### config.mk
export PLATFORM = sky130hd
export DESIGN_NAME = counter_channel
export DESIGN_NICKNAME = d
export VERILOG_FILES = /design/src/rtl/counter_channel.sv
export SDC_FILE = /design/constraint.sdc
export NUM_CORES = 1
export LEC_CHECK = 0
export CAP_MARGIN = 10
export CORE_MARGIN = 10
export CORE_UTILIZATION = 56
export CTS_CLUSTER_DIAMETER = 150
export DETAILED_ROUTE_END_ITERATION = 10
export PLACE_DENSITY = 0.86
export SYNTH_ARGS = -nofsm -noshare
export SYNTH_HDL_FRONTEND = slang
export SYNTH_SLANG_ARGS = --single-unit
### constraint.sdc
create_clock -name CLK -period 4.6 [get_ports CLK]
set_input_delay 0.92 -clock CLK [delete_from_list [all_inputs] [get_ports CLK]]
set_output_delay 0.92 -clock CLK [all_outputs]
set_load 0.005 [all_outputs]
### src/rtl/counter_channel.sv
// counter_channel: one 8254-style programmable interval counter channel
// (modes 0-5, gate edge/level handling, count latch and status readback).
module counter_channel #(
    parameter int WIDTH = 16
) (
    input  logic             CLK,
    input  logic             RESET_N,
    input  logic             GATE,
    input  logic             cw_wr,
    input  logic [2:0]       cw_mode,
    input  logic             count_wr,
    input  logic [WIDTH-1:0] count_data,
    input  logic             latch_cmd,
    input  logic             read_ack,
    output logic             OUT,
    output logic             null_count,
    output logic [WIDTH-1:0] count_out,
    output logic             latched,
    output logic [4:0]       status
);
    localparam logic [WIDTH-1:0] ONE = WIDTH'(1);
    localparam logic [WIDTH-1:0] TWO = WIDTH'(2);

    logic [2:0]       mode;
    logic [WIDTH-1:0] cr, ce, latch_val;
    logic             cr_valid, running, armed, trig_q, prev_gate;

    logic [2:0]       cw_alias;
    logic [WIDTH:0]   n_full;
    logic [WIDTH-1:0] n2, hi, lo, ld_val;
    logic             slow, trigger, load, en, tc;

    assign cw_alias = (cw_mode[2:1] == 2'b11) ? {1'b0, cw_mode[1:0]} : cw_mode;
    // Modes 2/3 see the count as 1..2^WIDTH with 1 promoted to 2.
    assign n_full   = (cr == '0) ? {1'b1, {WIDTH{1'b0}}} :
                      (cr == ONE) ? (WIDTH+1)'(2) : {1'b0, cr};
    assign n2       = n_full[WIDTH-1:0];
    assign hi       = WIDTH'((n_full + 1'b1) >> 1);
    assign lo       = WIDTH'(n_full >> 1);
    assign ld_val   = (mode == 3'd3) ? hi : (mode == 3'd2) ? n2 : cr;
    assign slow     = (mode == 3'd1) || (mode == 3'd5);
    assign trigger  = GATE && !prev_gate;
    assign load     = (null_count && !slow) || trig_q;
    assign en       = running && (slow || GATE);
    assign tc       = (ce == ONE);

    assign count_out = latched ? latch_val : ce;
    assign status    = {OUT, null_count, mode};

    always_ff @(posedge CLK) begin
        if (!RESET_N) begin
            mode       <= '0;
            cr         <= '0;
            cr_valid   <= 1'b0;
            ce         <= '0;
            OUT        <= 1'b0;
            null_count <= 1'b0;
            latch_val  <= '0;
            latched    <= 1'b0;
            prev_gate  <= 1'b0;
            running    <= 1'b0;
            armed      <= 1'b0;
            trig_q     <= 1'b0;
        end else begin
            prev_gate <= GATE;
            if (latched) begin
                if (read_ack)
                    latched <= 1'b0;
            end else if (latch_cmd) begin
                latched   <= 1'b1;
                latch_val <= ce;
            end
            if (cw_wr) begin
                mode       <= cw_alias;
                cr_valid   <= 1'b0;
                null_count <= 1'b0;
                running    <= 1'b0;
                armed      <= 1'b0;
                trig_q     <= 1'b0;
                OUT        <= (cw_alias != 3'd0);
            end else begin
                trig_q <= trigger && cr_valid && (mode != 3'd0) && (mode != 3'd4);
                if (load) begin
                    ce         <= ld_val;
                    null_count <= 1'b0;
                    running    <= 1'b1;
                    armed      <= 1'b1;
                    OUT        <= (mode == 3'd1) ? 1'b0 : (mode == 3'd0) ? OUT : 1'b1;
                end else if (running) begin
                    if (mode == 3'd2 || mode == 3'd3) begin
                        if (!GATE) begin
                            OUT <= 1'b1;
                        end else if (tc) begin
                            OUT <= (mode == 3'd3) ? !OUT : 1'b1;
                            ce  <= (mode == 3'd2) ? n2 : (OUT ? lo : hi);
                        end else begin
                            ce <= ce - ONE;
                            if (mode == 3'd2 && ce == TWO)
                                OUT <= 1'b0;
                        end
                    end else begin
                        if (en)
                            ce <= ce - ONE;
                        if (mode == 3'd0 || mode == 3'd1) begin
                            if (en && tc)
                                OUT <= 1'b1;
                        end else begin
                            // Strobe modes pulse only on the first terminal count after a load.
                            OUT <= !(en && tc && armed);
                            if (en && tc)
                                armed <= 1'b0;
                        end
                    end
                end
                if (count_wr) begin
                    cr         <= count_data;
                    cr_valid   <= 1'b1;
                    null_count <= 1'b1;
                    if (mode == 3'd0)
                        OUT <= 1'b0;
                end
            end
        end
    end
endmodule

## After elaboration in Yosys (flattened, before gate mapping)

Index checks and enable logic that the tools add are counted.
Widths: inputs -> output; s select.

| operators by class | value |
|---|---|
| add/subtract/negate cells | 2 |
| equality and inequality tests | 12 |
| muxes and demuxes | 38 |
| bitwise logic cells | 3 |
| reductions and logical operators | 31 |

Operators with widths:

| cell | count |
|---|---|
| $mux 16 | 12 |
| $eq 16x1->1 const B | 2 |
| $mux 1 | 24 |
| $add 17x1->17 const B | 1 |
| $mux 17 | 1 |
| $eq 16x2->1 const B | 1 |
| $logic_not 16->1 | 1 |
| $sub 16x1->16 const B | 1 |
| $logic_and 1x1->1 | 9 |
| $reduce_bool 3->1 | 3 |
| $reduce_and 4->1 | 2 |
| $eq 3x2->1 const B | 2 |
| $ne 3x3->1 const B | 2 |
| $reduce_bool 2->1 | 3 |
| $logic_or 1x1->1 | 5 |
| $logic_not 1->1 | 4 |
| $ne 2x2->1 const B | 2 |
| $reduce_and 2->1 | 2 |
| $eq 3x1->1 const B | 1 |
| $eq 3x3->1 const B | 1 |
| $logic_not 3->1 | 1 |
| $mux 3 | 1 |
| $not 1->1 | 3 |
| $eq 2x2->1 const B | 1 |
| $reduce_or 2->1 | 1 |

| storage, ports and cells | value |
|---|---|
| register bits after elaboration | 59 |
| input bits | 26 |

## Logic depth before layout (Yosys ltp)

Gate-level depths: netlist of run 1.

| logic depth | value |
|---|---|
| depth in word-level cells | 14 |
| mapped depth | 9 |

## Worst setup path before layout of run 1

No wires, ideal clock.

| path | value |
|---|---|
| kind | reg-to-reg |
| start | reg cr[7] |
| end | reg ce[14] |
| setup time | 128 ps |
| arrival | 2,516 ps |
| required time | 4,472 ps |
| path slack | 1,955 ps |
| cell stages (with the launch flop) | 8 |
| clock period less this slack | 2,645 ps |
| cells stage by stage | dfxtp_1 -> buf_2 -> or4_4 -> o41a_1 -> or4b_4 -> xnor2_1 -> a221oi_1 -> o22ai_2 |

| between the ends | value |
|---|---|
| longest elaborated chain between the ends | 11 |
| elaborated cells between the ends (all ways) | 14 |

RTL lines:

| item | line | RTL |
|---|---|---|
| start: declaration | 25 | `logic [WIDTH-1:0] cr, ce, latch_val;` |
| start signal: assignment | 116 | `cr <= count_data;` |
| $eq 16x1->1 | 36 | `(cr == ONE) ? (WIDTH+1)'(2) : {1'b0, cr};` |
| $mux 16 | 36 |  |
| $mux 17 * | 35 | `assign n_full = (cr == '0) ? {1'b1, {WIDTH{1'b0}}} :` |
| $add 17x1->17 | 38 | `assign hi = WIDTH'((n_full + 1'b1) >> 1);` |
| $mux 16 (2 in series) | 95 | `ce <= (mode == 3'd2) ? n2 : (OUT ? lo : hi);` |
| $mux 16 | 93 | `end else if (tc) begin` |
| $mux 16 | 91 | `if (!GATE) begin` |
| $mux 16 | 90 | `if (mode == 3'd2 \|\| mode == 3'd3) begin` |
| $mux 16 | 89 | `end else if (running) begin` |
| $mux 16 * | 83 | `if (load) begin` |
| end signal: assignment | 84 | `ce <= ld_val;` |
| end signal: assignment | 95 |  |
| end signal: assignment | 97 | `ce <= ce - ONE;` |
| end: declaration | 25 |  |

Mark *: on every way between the ends. The rest lies on a longest branch, timed or not. The select of a mux whose other input is x is not followed.
A chain may end at the register's enable or synchronous reset.

## Final worst setup path of run 1

| path | value |
|---|---|
| start | reg cr[2] |
| end | reg ce[14] |

The elaborated chain is that of the path after synthesis.

==> results.sh, run 1 <==
export IMPL_run_status="finished, final reports clean"
export IMPL_drive_gt1_share_pct=7.86
export IMPL_grt_max_degree=40
export IMPL_reg2reg_depth=6
export IMPL_via_per_inst=6.60
export IMPL_cts_setup_buffers=0
export IMPL_grt_first_pass_wirelength_um=21100
export IMPL_cts_max_path_buffers=2
export IMPL_finished_core_util_pct=66.1
export IMPL_ant_nets=0
export IMPL_regToRegStartpoint="cr[2]"
export IMPL_timing_worst_setup_path_type="flop to flop"
export IMPL_core_area_mm2=0.00721
export IMPL_drt_first_iter_violations=537
export IMPL_layout_cell_area_non_filler_mm2=0.00477
export IMPL_reg2reg_setup_slack_ns=1.58
export IMPL_layout_stage_area_growth_over_the_synthesis_result_pct=15.3
export IMPL_synth_top_cells_by_area="sky130_fd_sc_hd__dfxtp_1, sky130_fd_sc_hd__nand2_1, sky130_fd_sc_hd__a21oi_1"
export IMPL_yosys_warnings=0
export IMPL_synth_ff_type="sky130_fd_sc_hd__dfxtp_1"
export IMPL_grt_setup_unrepaired="false"
export IMPL_global_route_usage_total_pct=22.6
export IMPL_synthDominantCellAreaShare_pct=28.5
export IMPL_yosys_cell_types_count=59
export IMPL_cts_sinks=59
export IMPL_setup_tns_ns=0
export IMPL_synth_net_count=608
export IMPL_hold_path_end="trig_q"
export IMPL_numCtsBuffers=9
export IMPL_full_die_area_mm2=0.0112
export IMPL_synth_seq_cells=59
export IMPL_finalWorstPathRequiredPeriod_ns=3.02
export IMPL_placedInstanceArea_mm2=0.00459
export IMPL_syn_inst=576
export IMPL_rr_endpoint="ce[14]"
export IMPL_clock_tree_root_driver_cell="sky130_fd_sc_hd__clkbuf_8"
export IMPL_setup_violations_final=0
export IMPL_register_area_share_after_synthesis_pct=28.5
export IMPL_dominant_combinational_cell_family_by_area_after_synthesis="simple AND/OR/NAND/NOR gates"
export IMPL_hold_path_class="flop to flop"
export IMPL_fmax_mhz=331
export IMPL_firstDrtPassIters=6
export IMPL_num_antenna_cells=0
export IMPL_synth_mux_area_fraction_pct=6.77
export IMPL_cts_resized=0
export IMPL_final_max_slew_violation_count=0
export IMPL_die_h_um=106
export IMPL_whs_path_depth=1
export IMPL_post_synth_top_area_cell="sky130_fd_sc_hd__dfxtp_1"
export IMPL_grt_remaining_overflow=0
export IMPL_clk_insertion_delay_late_ns=0.36
export IMPL_yosys_area_share_xor_xnor_pct=3.60
export IMPL_floorplan_initialDensity_pct=57.4
export IMPL_final_common_cell="sky130_fd_sc_hd__nand2_1"
export IMPL_syn_area_mm2=0.00414
export IMPL_cp_data_arrival_time_ns=3.26
export IMPL_ir_worst_vdd_uv=166
export IMPL_io_pin_count=50
export IMPL_fin_nets=625
export IMPL_layout_common_cells="sky130_fd_sc_hd__nand2_1, sky130_fd_sc_hd__a21oi_1, sky130_fd_sc_hd__dfxtp_1, sky130_fd_sc_hd__clkdlybuf4s50_1, sky130_fd_sc_hd__nor2_1"
export IMPL_vias=4597
export IMPL_maxCapViolations=0
export IMPL_antenna_found_initial=0
export IMPL_first_global_vias=4203
export IMPL_dpl_hpwl_um=9370
export IMPL_drc_errors=0
export IMPL_post_cts_hold_buffer_count=0
export IMPL_worstPathMaxFanout=17
export IMPL_worst_clock_skew_ns=0.00897
export IMPL_cp_end_kind="flop"
export IMPL_crit_start="cr[2]"
export IMPL_synth_edf_count=0
export IMPL_route_final_wire_length_um=13200
export IMPL_worst_hold_startpoint="prev_gate"
export IMPL_crit_required_ns=4.84
export IMPL_post_drt_wl_per_cell_um=18.9
export IMPL_site_rows=31
export IMPL_worstMarginPinSlew_ns=1.09
export IMPL_gp_routability_congestion=0.976
export IMPL_postSynthAreaPerCell_um2=7.18
export IMPL_cts_reportedPaths_clkPinSlew_ns=0.07
export IMPL_leakage_uw=0.00163
export IMPL_synth_simple_gate_area_share_pct=28.5
export IMPL_hold_violations=0
export IMPL_post_route_period_util_pct=65.6
export IMPL_pwr_density_cell_mw_per_mm2=296
export IMPL_tritoncts="done"
export IMPL_area_fraction_in_compound_gates_after_synthesis_pct=24.8
export IMPL_critPathLaunchType="flop"
export IMPL_clock_tree_htree_level_count=3
export IMPL_count_of_buffers_inserted_at_the_top_level_ports=49
export IMPL_die_width_um=106
export IMPL_yosys_area_share_adder_pct=1.81
export IMPL_share_of_flip_flops_with_an_asynchronous_set_or_reset_after_synthesis_pct=0
export IMPL_slew_headroom_pct=27.1
## logic make-up after synthesis
| family | count (synthesis) |
|---|---|
| AND/OR/NAND/NOR | 244 |
| AO/OA/AOI/OAI | 164 |
| buffers and inverters | 60 |
| flip-flops | 59 |
| multiplexers | 26 |
| XOR/XNOR | 17 |
| adder cells (fa/ha/maj) | 6 |
## per-stage QoR
step / total power (uW) / std cells / worst slack, ns / hold WS (ns)
after global placement: 946 / 681 / 1.68 / 0.386
after global routing: 1460 / 697 / 1.49 / 0.420
after floorplan: 834 / 576 / 1.96 / 0.374
after detailed placement: 954 / 681 / 1.62 / 0.395
after CTS: 1400 / 697 / 1.60 / 0.408
final: 1410 / 697 / 1.58 / 0.406
## cell type report
type / count / area, um^2
repair buffers: 55 / 536
clock buffers: 12 / 155
well taps: 99 / 124
fillers: 649 / 2440
inverters: 11 / 41.3
clock inverters: 4 / 25.0
flip-flops and latches: 59 / 1180
multi-input cells: 457 / 2710
## registers in the layout (all words and copies together) (netlist names)
signal,cells
latch_val,16
ce,16
running,1
null_count,1
latched,1
cr_valid,1
cr,16
trig_q,1
OUT,1
armed,1
mode,3
prev_gate,1
## worst max-delay path by stage
stage,end,cells past startpoint
floorplan,ce[14],7
global placement,ce[14],6
detailed placement,ce[8],7
CTS,count_out[2],2
global route,ce[14],6
finish,ce[14],6
## metal layers
metal,global-route usage [%],up-vias,wire [um]
met1,28.0,2129,5500
li1,-,2120,-
met2,36.3,296,6010
met4,7.74,0,333
met5,0,-,0
met3,7.00,52,1340
## power breakdown
part           total, uW  internal [uW]  switching, uW
combinational        368            162            206
sequential           592            536           55.8
clock                454            223            231
## critical path, stage by stage, from the launching register on
cell,delay (ns)
sky130_fd_sc_hd__dfxtp_1,0.44
sky130_fd_sc_hd__or4_1,0.62
sky130_fd_sc_hd__o41a_1,0.63
sky130_fd_sc_hd__or4b_4,0.62
sky130_fd_sc_hd__xnor2_1,0.14
sky130_fd_sc_hd__a221oi_1,0.32
sky130_fd_sc_hd__o22ai_2,0.13
## synth_stat cells (10+ instances only)
cell / count
sky130_fd_sc_hd__nand2_1: 107
sky130_fd_sc_hd__a21oi_1: 70
sky130_fd_sc_hd__dfxtp_1: 59
sky130_fd_sc_hd__clkbuf_1: 38
sky130_fd_sc_hd__nor2_1: 38
sky130_fd_sc_hd__o21ai_0: 28
sky130_fd_sc_hd__nor3_1: 20
sky130_fd_sc_hd__mux2_2: 16
sky130_fd_sc_hd__nand3_1: 12
sky130_fd_sc_hd__nor4_1: 12
sky130_fd_sc_hd__inv_1: 11
sky130_fd_sc_hd__nand4_1: 11
sky130_fd_sc_hd__mux2i_1: 10
(Power assumes the default switching activity.)
==> run 2, diff against run 1 <==
--- a/config.mk
+++ b/config.mk
@@ -7,10 +7,10 @@
 export LEC_CHECK = 0
 export CAP_MARGIN = 10
 export CORE_MARGIN = 10
-export CORE_UTILIZATION = 56
+export CORE_UTILIZATION = 51
 export CTS_CLUSTER_DIAMETER = 150
 export DETAILED_ROUTE_END_ITERATION = 10
-export PLACE_DENSITY = 0.86
+export PLACE_DENSITY = 0.83
 export SYNTH_ARGS = -nofsm -noshare
 export SYNTH_HDL_FRONTEND = slang
 export SYNTH_SLANG_ARGS = --single-unit
==> constraint.sdc (replaced) <==
create_clock -name CLK -period 2.6 [get_ports CLK]
set_input_delay 0.52 -clock CLK [delete_from_list [all_inputs] [get_ports CLK]]
set_output_delay 0.52 -clock CLK [all_outputs]
set_load 0.005 [all_outputs]
==> run 2 against run 1 <==
Effect of this change:
- sequential power up 69%
- flip-flop and latch count unchanged
- non-clock buffer count up 46
- die area up 7.9%
- clock-buffer cell count unchanged
- first-iteration DRC count up 11%
- core utilization up 0.30 points
- sequential share of layout area down 2.0 points
- largest power group unchanged
==> results.sh, run 2 (synthesis gave the netlist of run 1 again) <==
export IMPL_floorplan_initialDensity_pct=53.0
export IMPL_worstPathMaxFanout=6
export IMPL_maxCapViolations=0
export IMPL_fin_nets=671
export IMPL_final_max_slew_violation_count=0
export IMPL_clk_insertion_delay_late_ns=0.36
export IMPL_route_final_wire_length_um=13800
export IMPL_critPathCapture="ce[14]"
export IMPL_leakage_uw=0.00190
export IMPL_ir_worst_vdd_uv=354
export IMPL_hold_path_class="flop to flop"
export IMPL_power_share_sequential_pct=37.1
export IMPL_die_h_um=110
export IMPL_rr_endpoint="ce[14]"
export IMPL_final_common_cell="sky130_fd_sc_hd__nand2_1"
export IMPL_firstDrtPassIters=6
export IMPL_reg2reg_depth=6
export IMPL_site_rows=32
export IMPL_power_report_internal_total_uw=1810
export IMPL_die_width_um=110
export IMPL_drc_errors=0
export IMPL_grt_first_pass_wirelength_um=22300
export IMPL_share_comb_of_total_power_pct=28.8
export IMPL_pwr_density_cell_mw_per_mm2=520
export IMPL_regToRegStartpoint="cr[9]"
export IMPL_io_pin_count=50
export IMPL_gp_routability_congestion=0.980
export IMPL_grt_max_degree=39
export IMPL_crit_start="cr[9]"
export IMPL_timing_critical_path_cells="or4_4, o41a_1, or4b_4, xnor2_1, a221oi_2, o22ai_2"
export IMPL_p_sw_share_pct=32.9
export IMPL_cts_max_path_buffers=2
export IMPL_cp_end_kind="flop"
export IMPL_cell_with_the_largest_stage_delay_on_the_worst_path="sky130_fd_sc_hd__or4_4"
export IMPL_clock_tree_root_driver_cell="sky130_fd_sc_hd__clkbuf_8"
export IMPL_clock_tree_htree_level_count=3
export IMPL_antenna_found_initial=0
export IMPL_num_antenna_cells=0
export IMPL_cts_sinks=59
export IMPL_full_die_area_mm2=0.0121
export IMPL_reg_top3="ce: 16 flops, cr: 16 flops, latch_val: 16 flops"
export IMPL_crit_required_ns=2.85
export IMPL_cts_reportedPaths_clkPinSlew_ns=0.07
export IMPL_core_area_mm2=0.00781
export IMPL_layout_cell_area_non_filler_mm2=0.00519
export IMPL_via_per_inst=6.38
export IMPL_timing_worst_setup_path_type="flop to flop"
export IMPL_cpLargestDelayFamily="simple AND/OR/NAND/NOR gates"
export IMPL_post_route_period_util_pct=98.3
export IMPL_finalWorstPathRequiredPeriod_ns=2.56
export IMPL_critical_path_max_stage_delay_ns=0.55
export IMPL_worst_path_buf_inv=0
export IMPL_cts_setup_buffers=0
export IMPL_tritoncts="done"
export IMPL_drt_first_iter_violations=594
export IMPL_cp_data_arrival_time_ns=2.80
export IMPL_timing_critical_path_depth=6
export IMPL_run_status="finished, final reports clean"
export IMPL_layout_common_cells="sky130_fd_sc_hd__nand2_1, sky130_fd_sc_hd__a21oi_1, sky130_fd_sc_hd__dfxtp_1, sky130_fd_sc_hd__buf_4, sky130_fd_sc_hd__clkdlybuf4s50_1"
export IMPL_power_frac_clock_pct=34.2
export IMPL_first_global_vias=4494
export IMPL_count_of_buffers_inserted_at_the_top_level_ports=49
export IMPL_vias=4761
export IMPL_worst_clock_skew_ns=0.00738
export IMPL_critPathLaunchType="flop"
export IMPL_hold_violations=0
export IMPL_post_cts_hold_buffer_count=0
export IMPL_worstMarginPinSlew_ns=0.615
export IMPL_grt_remaining_overflow=0
export IMPL_finished_core_util_pct=66.4
export IMPL_reg2reg_setup_slack_ns=0.04
export IMPL_global_route_usage_total_pct=22.9
export IMPL_dpl_hpwl_um=10000
export IMPL_layout_stage_area_growth_over_the_synthesis_result_pct=25.4
export IMPL_setup_violations_final=0
export IMPL_fmax_mhz=391
export IMPL_drive_gt1_share_pct=15.2
export IMPL_placedInstanceArea_mm2=0.00496
export IMPL_power_switching_uw=888
export IMPL_numCtsBuffers=9
export IMPL_post_drt_wl_per_cell_um=18.5
export IMPL_setup_tns_ns=0
export IMPL_slew_headroom_pct=59.0
export IMPL_ant_nets=0
export IMPL_grt_setup_unrepaired="true"
==> run 2: cell types whose count changed in the layout (fill, tap and decap cells not counted), sizes merged <==
cell | previous run | this run
bufinv | 0 | 1
buf | 6 | 52
clkinvlp | 2 | 1
==> run 2: area by class of cell <==
cell class | count | area, um^2
multi-input combinational | 457 | 2730
tap | 102 | 128
sequential | 59 | 1180
timing repair buffer | 101 | 893
inverter | 11 | 41.3
fill | 677 | 2620
clock buffer | 12 | 165
clock inverter | 4 | 47.5
==> run 2: power groups by stage <==
| stage | combinational [uW] | sequential (uW) | clock (uW) |
|---|---|---|---|
| final | 775 | 999 | 922 |
| after global routing | 839 | 1000 | 968 |
| after CTS | 753 | 997 | 926 |
| after detailed placement | 742 | 1020 | 0 |
| after global placement | 733 | 1010 | 0 |
| after floorplan | 473 | 1000 | 0 |
==> run 2: metrics by stage <==
stage                     hold WS [ns]  cells  total power, uW  setup WS, ns
after floorplan                  0.374    576             1480       0.00447
after global placement           0.388    730             1750        0.0542
after detailed placement         0.396    730             1760       0.00899
after CTS                        0.412    746             2680        0.0291
after global routing             0.432    746             2810       -0.0636
final                            0.410    746             2700        0.0443
==> run 2: worst register-to-register path, stage by stage, from the launching register on <==
cell and delay, ns:
sky130_fd_sc_hd__dfxtp_1 0.37, sky130_fd_sc_hd__or4_4 0.55, sky130_fd_sc_hd__o41a_1 0.45, sky130_fd_sc_hd__or4b_4 0.54, sky130_fd_sc_hd__xnor2_1 0.15, sky130_fd_sc_hd__a221oi_2 0.26, sky130_fd_sc_hd__o22ai_2 0.12
==> run 2: how the worst min path moves through the flow <==
stage,start,end,depth (start not counted)
floorplan,prev_gate,trig_q,1
CTS,prev_gate,trig_q,1
detailed placement,prev_gate,trig_q,1
finish,prev_gate,trig_q,1
global route,prev_gate,trig_q,1
global placement,prev_gate,trig_q,1
==> run 2: routing by layer <==
| metal | vias up | wire, um | GRT usage (%) |
|---|---|---|---|
| li1 | 2219 | - | - |
| met1 | 2201 | 5810 | 28.8 |
| met2 | 297 | 6230 | 36.9 |
| met3 | 44 | 1330 | 5.05 |
| met4 | 0 | 439 | 9.76 |
| met5 | - | 0 | 0 |
==> run 2: repair_timing <==
action	4_1_cts	5_1_grt
pin swaps	2	1
resized for setup	0	4
setup endpoints to repair	1	7
==> run 3, diff against run 2 <==
--- a/config.mk
+++ b/config.mk
@@ -11,6 +11,8 @@
 export CTS_CLUSTER_DIAMETER = 150
 export DETAILED_ROUTE_END_ITERATION = 10
 export PLACE_DENSITY = 0.83
+export REMOVE_ABC_BUFFERS = 1
+export SLEW_MARGIN = 20
 export SYNTH_ARGS = -nofsm -noshare
 export SYNTH_HDL_FRONTEND = slang
 export SYNTH_SLANG_ARGS = --single-unit
==> run 3 against run 2 <==
Effect of this change:
- core utilization grew 0.58 points
- final area grew 0.87%
- die area is the same
- largest cell class unchanged
- routed wire length shrank 0.60%
- final cell count shrank 0.40%
- maximum frequency grew 0.55%
- critical endpoint unchanged
- combinational power shrank 1%
- sequential power is essentially flat
- flip-flop and latch count is the same
==> results.sh, run 3 (synthesis gave the netlist of run 1 again) <==
export IMPL_run_status="finished, final reports clean"
export IMPL_worst_hold_startpoint="prev_gate"
export IMPL_reg_top3="ce: 16 flops, cr: 16 flops, latch_val: 16 flops"
export IMPL_final_common_cell="sky130_fd_sc_hd__nand2_1"
export IMPL_reg2reg_depth=6
export IMPL_die_h_um=110
export IMPL_grt_remaining_overflow=0
export IMPL_post_cts_hold_buffer_count=0
export IMPL_grt_max_degree=39
export IMPL_pwr_density_cell_mw_per_mm2=560
export IMPL_dpl_hpwl_um=9990
export IMPL_clk_insertion_delay_late_ns=0.35
export IMPL_cp_data_arrival_time_ns=2.77
export IMPL_cts_setup_buffers=0
export IMPL_drt_first_iter_violations=592
export IMPL_global_route_usage_total_pct=22.6
export IMPL_count_of_buffers_inserted_at_the_top_level_ports=49
export IMPL_floorplan_initialDensity_pct=53.0
export IMPL_worstMarginPinSlew_ns=0.602
export IMPL_fill_cell_count=672
export IMPL_route_final_wire_length_um=13700
export IMPL_cts_sinks=59
export IMPL_leakage_uw=0.00191
export IMPL_reg2reg_setup_slack_ns=0.06
export IMPL_cts_max_path_buffers=2
export IMPL_hold_path_class="flop to flop"
export IMPL_regToRegStartpoint="cr[12]"
export IMPL_core_area_mm2=0.00781
export IMPL_worstPathMaxFanout=3
export IMPL_rr_endpoint="ce[14]"
export IMPL_antenna_found_initial=0
export IMPL_via_per_inst=6.29
export IMPL_site_rows=32
export IMPL_numCtsBuffers=9
export IMPL_vias=4675
export IMPL_gp_routability_congestion=0.943
export IMPL_grt_setup_unrepaired="true"
export IMPL_io_pin_count=50
export IMPL_timing_worst_setup_path_type="flop to flop"
export IMPL_preCtsSetupSlack_ns=0.0282
export IMPL_total_power_uw=2930
export IMPL_whs_path_depth=1
export IMPL_firstDrtPassIters=5
export IMPL_post_route_worst_setup_slack_ns=0.0583
export IMPL_clock_tree_htree_level_count=3
export IMPL_ant_nets=0
export IMPL_maxCapViolations=0
export IMPL_layout_common_cells="sky130_fd_sc_hd__nand2_1, sky130_fd_sc_hd__a21oi_1, sky130_fd_sc_hd__dfxtp_1, sky130_fd_sc_hd__clkdlybuf4s50_1, sky130_fd_sc_hd__buf_4"
export IMPL_final_max_slew_violation_count=0
export IMPL_finalWorstPathRequiredPeriod_ns=2.54
export IMPL_critPathLaunchType="flop"
export IMPL_crit_required_ns=2.83
export IMPL_drc_errors=0
export IMPL_drive_gt1_share_pct=15.3
export IMPL_first_global_vias=4337
export IMPL_hold_path_end="trig_q"
export IMPL_num_antenna_cells=0
export IMPL_fmax_mhz=393
export IMPL_grt_first_pass_wirelength_um=21900
export IMPL_cp_end_kind="flop"
export IMPL_cts_reportedPaths_clkPinSlew_ns=0.07
export IMPL_hold_violations=0
export IMPL_post_drt_wl_per_cell_um=18.5
export IMPL_full_die_area_mm2=0.0121
export IMPL_slew_headroom_pct=59.9
export IMPL_fin_nets=668
export IMPL_setup_violations_final=0
export IMPL_worst_clock_skew_ns=0.00854
export IMPL_tritoncts="done"
export IMPL_die_width_um=110
export IMPL_clock_tree_root_driver_cell="sky130_fd_sc_hd__clkbuf_8"
export IMPL_crit_start="cr[12]"
export IMPL_post_route_period_util_pct=97.8
export IMPL_layout_stage_area_growth_over_the_synthesis_result_pct=26.5
export IMPL_ir_worst_vdd_uv=375
-- run 3: changes by cell type in the layout (fill, tap and decap cells not counted), moves of 2 or more --
cell / change
sky130_fd_sc_hd__bufinv_16: +3
sky130_fd_sc_hd__clkinv_2: -2
sky130_fd_sc_hd__dfxtp_2: +2
sky130_fd_sc_hd__buf_4: -2
sky130_fd_sc_hd__dfxtp_1: -2
-- run 3: how the worst max path moves through the flow --
stage,end,cells past startpoint
2_1_floorplan,ce[14],6
3_3_place_gp,ce[14],8
3_5_place_dp,ce[14],8
4_1_cts,ce[14],8
5_1_grt,ce[14],8
6_report,ce[14],6
-- run 3: metrics by stage --
stage / hold slack, ns / instance area, um^2 / cells / util, % / TNS [ns]
after global placement: 0.382 / 4920 / 727 / 63.0 / 0
after global routing: 0.405 / 5230 / 743 / 67.0 / -0.0691
after detailed placement: 0.394 / 4920 / 727 / 63.0 / 0
after floorplan: 0.374 / 3930 / 527 / - / -0.133
after CTS: 0.404 / 5190 / 743 / 66.5 / 0
final: 0.403 / 5230 / 743 / 67.0 / 0
-- run 3: layout make-up --
type | instances | area, um^2 | share of cell area, %
multi-input combinational | 457 | 2750 | 52.5
inverter | 11 | 41.3 | 0.789
timing repair buffer | 98 | 858 | 16.4
clock buffer | 12 | 155 | 2.97
tap | 102 | 128 | 2.44
sequential | 59 | 1180 | 22.6
clock inverter | 4 | 120 | 2.30
-- run 3: report_power, final --
part	internal [uW]	switching, uW	total [uW]
Clock	787	384	1170
Combinational	340	425	764
Sequential	949	48.1	997
-- run 3: timing repair --
item | CTS | global route
endpoints found under the hold margin | 0 | 0
endpoints found under the setup margin | 0 | 7
resized for setup | 0 | 11
-- run 3: worst max-delay path, stage by stage (launching register included) --
cell and delay [ns]:
sky130_fd_sc_hd__dfxtp_1 0.31, sky130_fd_sc_hd__or4_4 0.55, sky130_fd_sc_hd__o41a_1 0.47, sky130_fd_sc_hd__or4b_4 0.57
sky130_fd_sc_hd__a211oi_2 0.18, sky130_fd_sc_hd__mux2i_1 0.25, sky130_fd_sc_hd__o22ai_2 0.10
-- run 3: metal layers --
metal / GRT usage (%) / up-vias / routed length [um]
met1: 28.8 / 2153 / 5690
met3: 4.24 / 42 / 1310
met2: 36.4 / 273 / 6350
met5: 0 / - / 0
met4: 9.85 / 0 / 369
li1: - / 2207 / -
